--- config.mk ---
export PLATFORM = sky130hd
export DESIGN_NAME = otp_frame_tx
export DESIGN_NICKNAME = d
export VERILOG_FILES = /design/src/rtl/otp_frame_tx.sv
export SDC_FILE = /design/constraint.sdc
export NUM_CORES = 1
export LEC_CHECK = 0
export BUFFER_PORTS_ARGS = -buffer_cell sky130_fd_sc_hd__buf_2
export CAP_MARGIN = 30
export CORE_MARGIN = 1
export CORE_UTILIZATION = 55
export DETAILED_ROUTE_END_ITERATION = 7
export GPL_TIMING_DRIVEN = 0
export PLACE_DENSITY = 0.73
export SLEW_MARGIN = 20
export SYNTH_ARGS = -nofsm -noshare
export SYNTH_HDL_FRONTEND = slang
export SYNTH_SLANG_ARGS = --single-unit
--- constraint.sdc ---
create_clock -name clk -period 5.97 [get_ports clk]
set_clock_uncertainty 0.1 [all_clocks]
set_input_delay 0.2985 -clock clk [delete_from_list [all_inputs] [get_ports clk]]
set_output_delay 0.2985 -clock clk [all_outputs]
set_load 0.05 [all_outputs]
--- src/rtl/otp_frame_tx.sv ---
// UART 8N1 framer for OTP ciphertext: FIFO of {index,data}; each entry goes out as header then payload.
// Optional FRAME_CHECKSUM_EN appends a third byte CHK = header ^ payload to every entry.
module otp_frame_tx #(
  parameter int CLKS_PER_BIT = 16,
  parameter int FIFO_DEPTH   = 4
) (
  input  logic                          clk,
  input  logic                          rst_n,
  input  logic                          ena,
  input  logic                          in_valid,
  input  logic [7:0]                    in_data,
  input  logic [2:0]                    in_index,
  output logic                          in_ready,
  output logic                          tx,
  output logic                          busy,
  output logic [$clog2(FIFO_DEPTH):0]   fifo_count,
  output logic                          overflow
);
  localparam int PW  = $clog2(FIFO_DEPTH);
  localparam int CW  = PW + 1;
  localparam int BCW = $clog2(CLKS_PER_BIT);

  localparam logic [1:0] IDLE  = 2'd0;
  localparam logic [1:0] START = 2'd1;
  localparam logic [1:0] DATA  = 2'd2;
  localparam logic [1:0] STOP  = 2'd3;

`ifdef FRAME_CHECKSUM_EN
  localparam logic [1:0] LAST_BYTE = 2'd2;
`else
  localparam logic [1:0] LAST_BYTE = 2'd1;
`endif

  logic [10:0]    mem [FIFO_DEPTH];
  logic [PW-1:0]  wr_ptr, rd_ptr;
  logic [1:0]     state;
  logic [BCW-1:0] baud_cnt;
  logic [2:0]     bit_cnt;
  logic [1:0]     byte_sel;
  logic [7:0]     shreg;
  logic [7:0]     pay;
`ifdef FRAME_CHECKSUM_EN
  logic [7:0]     hdr;
`endif

  logic        push, pop, bit_end, entry_done;
  logic [10:0] head;
  logic [7:0]  head_hdr, next_byte;

  assign in_ready   = (fifo_count != CW'(FIFO_DEPTH));
  assign busy       = (state != IDLE);
  assign push       = in_valid & ena & in_ready;
  assign bit_end    = (state != IDLE) && (baud_cnt == BCW'(CLKS_PER_BIT - 1));
  assign entry_done = (state == STOP) && bit_end && (byte_sel == LAST_BYTE);
  // A new entry may only start from IDLE or right at the end of the previous entry's last stop bit
  assign pop        = ena && (fifo_count != '0) && ((state == IDLE) || entry_done);
  assign head       = mem[rd_ptr];
  assign head_hdr   = {4'hA, 1'b0, head[10:8]};

  always_comb begin
    next_byte = pay;
`ifdef FRAME_CHECKSUM_EN
    if (byte_sel == 2'd1) next_byte = hdr ^ pay;
`endif
  end

  always_ff @(posedge clk) begin
    if (push) mem[wr_ptr] <= {in_index, in_data};
  end

  always_ff @(posedge clk) begin
    if (!rst_n) begin
      wr_ptr     <= '0;
      rd_ptr     <= '0;
      fifo_count <= '0;
      overflow   <= 1'b0;
    end else begin
      if (push) wr_ptr <= wr_ptr + 1'b1;
      if (pop)  rd_ptr <= rd_ptr + 1'b1;
      fifo_count <= fifo_count + CW'(push) - CW'(pop);
      if (in_valid && ena && !in_ready) overflow <= 1'b1;
    end
  end

  always_ff @(posedge clk) begin
    if (!rst_n) begin
      state    <= IDLE;
      tx       <= 1'b1;
      baud_cnt <= '0;
      bit_cnt  <= '0;
      byte_sel <= '0;
      shreg    <= '0;
      pay      <= '0;
`ifdef FRAME_CHECKSUM_EN
      hdr      <= '0;
`endif
    end else if (pop) begin
      state    <= START;
      tx       <= 1'b0;
      baud_cnt <= '0;
      byte_sel <= '0;
      shreg    <= head_hdr;
      pay      <= head[7:0];
`ifdef FRAME_CHECKSUM_EN
      hdr      <= head_hdr;
`endif
    end else begin
      baud_cnt <= bit_end ? '0 : baud_cnt + 1'b1;
      case (state)
        IDLE: begin
          tx       <= 1'b1;
          baud_cnt <= '0;
        end
        START: if (bit_end) begin
          state   <= DATA;
          tx      <= shreg[0];
          bit_cnt <= '0;
        end
        DATA: if (bit_end) begin
          if (bit_cnt == 3'd7) begin
            state <= STOP;
            tx    <= 1'b1;
          end else begin
            tx      <= shreg[1];
            shreg   <= shreg >> 1;
            bit_cnt <= bit_cnt + 1'b1;
          end
        end
        default: if (bit_end) begin
          if (byte_sel != LAST_BYTE) begin
            state    <= START;
            tx       <= 1'b0;
            shreg    <= next_byte;
            byte_sel <= byte_sel + 1'b1;
          end else begin
            state <= IDLE;
            tx    <= 1'b1;
          end
        end
      endcase
    end
  end
endmodule

==> reports/metrics.yaml <==
nets: 326
internal_power_uw: 975.5
drc: 0
rsz0062_at_grt: "false"
synth_area_um2: 3555
cts_buffers: 9
clk_pin_slew_worst_paths_ns: 0.09
drive_above_1_share: 0.2467
ys_seq_area_frac: 0.5857
yosysUniqueCellTypes: 43
synth_edf_count: 44
placed_cells: 359
min_path_type: "input pin to flip-flop"
wl_per_cell_um: 15.32
worst_pin_slew_ns: 0.5848
p_switching_uw: 476.2
setup_violations: 0
synth-main-ff-cell: "edfxtp_1"
die_area_um2: 6788
ctsLongestPathBuffers: 2
grt_max_degree: 18
ys_ff_latch: 82
htree_levels: 3
syn_area_per_cell_um2: 13.46
pre_cts_ws_ns: 3.079
clock-sinks: 82
setup_tns_ns: 0
max_freq_ghz: 0.3466
synthToLayoutAreaGrowth_pct: 10.84
antennaDiodeCount: 0
cts_tree: "yes"
row_count: 28
crit_fanout: 10
grt_pass1_wl_mm: 9.653
die_h_um: 82.39
stdcell_count: 375
status: "completed"
cap_violations: 0
portBuffers: 20
pin_count: 22
routed-via-count: 2052
end_kind: "flip-flop"
p_leak_uw: 0.001426
cts_resized: 0
drt-vias-per-instance: 5.472
overflow: 0
start_kind: "flip-flop"
clk_latency_ns: 0.35
power_density_nw_per_um2: 368.4
rr_worst_depth: 13
dpl_cell_area_um2: 3749
p_comb_frac: 0.254
gp_congestion: 0.7461
gr-usage-all-layers: 0.1967
grt_pass1_vias: 2078
holdWs_ns: 0.04930
start_util: 0.5865
period_share: 0.4832
yosysWarnings: 0
drtIter0Drc: 100
cts_hold_buf: 0
dr.pass1.iters: 4
vdd_drop_max_mv: 0.2204
period_needed_ns: 2.885
antenna_left: 0
swShare: 0.3280
reg2reg_slack_ns: 3.09
drv_slew: 0
crit_arrival_ns: 3.02
core_um2: 6061
dp_hpwl_mm: 4.006
seqPwrFrac: 0.474
clockPowerShare: 0.272
clockRootBuffer: "clkbuf_8"
synth-async-reset-ratio: 0
whs_path_depth: 1
path_class: "flip-flop to flip-flop"
fin_ws_ns: 3.085
hold_violations: 0
crit_required_ns: 6.11
fin_area_um2: 3940
cts_setup_buffers: 0
antenna_found_initial: 0
dieWidth_um: 82.39
slew_headroom: 0.6101
syn_nets: 295
wl_mm: 5.746
syn-instance-count: 264
[logic make-up (layout without fill, tap and decap cells)]
logic type | after synthesis | in the layout | share of synthesized area
and+or+nand+nor | 55 | 55 | 0.08483
muxes | 32 | 32 | 0.1302
adders and majority gates | 16 | 16 | 0.05843
DFF | 82 | 82 | 0.5857
AOI/OAI and AO/OA | 44 | 44 | 0.08272
xor gates and xnor gates | 6 | 6 | 0.01478
buffers and inverters | 29 | 65 | 0.04329
[final timing paths]
| kind | from | endpoint |
|---|---|---|
| worst min-delay path | in_data[6] | mem[1][6] |
| worst max-delay path | baud_cnt[0] | fifo_count[2] |
| worst min register to register | baud_cnt[0] | baud_cnt[0] |
| worst max register to register | baud_cnt[0] | fifo_count[2] |
[cell usage in the layout, fill, tap and decap left out, types with 3 or more instances in the layout]
master,n
and2_1,6
buf_2,23
a21oi_1,15
buf_6,4
nor2_1,15
mux2_2,4
inv_1,15
mux2i_1,17
ha_1,15
mux4_2,11
nand3_1,12
clkbuf_1,3
o21ai_0,10
buf_4,3
xnor2_1,5
edfxtp_1,44
inv_6,3
inv_8,3
dfxtp_1,38
nand2_1,8
o22ai_1,3
a211oi_1,5
clkbuf_8,9
[per-layer routing]
layer | GRT usage | share of wire
met1 | 0.2467 | 0.46
met2 | 0.3331 | 0.50
met3 | 0.03297 | 0.027
met4 | 0.08947 | 0.017
met5 | 0 | 0
[layout make-up]
| type | instances | area, µm² |
|---|---|---|
| inverter | 16 | 60.06 |
| multi-input combinational | 153 | 1319 |
| sequential | 82 | 2082 |
| timing repair buffer | 20 | 100.1 |
| clock buffer | 9 | 123.9 |
| tap | 75 | 93.84 |
| fill | 463 | 2121 |
| buffer | 13 | 93.84 |
| clock inverter | 7 | 67.56 |
[power by group through the flow]
stage	clock network, µW	registers, µW	logic [µW]
finish	395	688	369
global route	423	695	406
CTS	403	688	372
detailed placement	0	701	370
global placement	0	699	365
floorplan	0	726	267
[state kept, by name (all words and copies together) (netlist names), named ones only]
signal,cells
baud_cnt,4
bit_cnt,3
byte_sel,2
fifo_count,3
mem,44
next_byte,8
overflow,1
rd_ptr,2
shreg,8
state,2
tx,1
wr_ptr,2
[synthesized netlist by cell type, types with 3 or more instances]
cell | instances | area share
nor2_1 | 15 | 0.016
buf_2 | 3 | 0.0042
buf_6 | 4 | 0.013
nand2_1 | 8 | 0.0084
a211oi_1 | 5 | 0.011
inv_1 | 15 | 0.016
buf_4 | 3 | 0.0063
o21ai_0 | 10 | 0.014
and2_1 | 6 | 0.011
mux2_2 | 4 | 0.013
clkbuf_1 | 3 | 0.0032
dfxtp_1 | 38 | 0.21
a21oi_1 | 15 | 0.021
mux2i_1 | 17 | 0.048
ha_1 | 15 | 0.053
xnor2_1 | 5 | 0.012
edfxtp_1 | 44 | 0.37
mux4_2 | 11 | 0.070
o22ai_1 | 3 | 0.0053
nand3_1 | 12 | 0.017
[metrics by stage]
step	power (µW)	utilization
floorplan	993.3	-
global placement	1064	0.6185
detailed placement	1071	0.6185
CTS	1464	0.6501
global route	1524	0.6501
finish	1452	0.6501
[critical path: stages (launching register included)]
cell and delay, ns:
dfxtp_1 0.34, ha_1 0.24, and3_2 0.27, a31o_2 0.26, buf_6 0.14, nand2_4 0.10, inv_1 0.07, ha_1 0.27
inv_1 0.04, ha_1 0.18, fa_1 0.38, xnor2_1 0.20, xnor2_1 0.14, nor2_1 0.05
No activity file was read; power rests on OpenSTA's default activity.
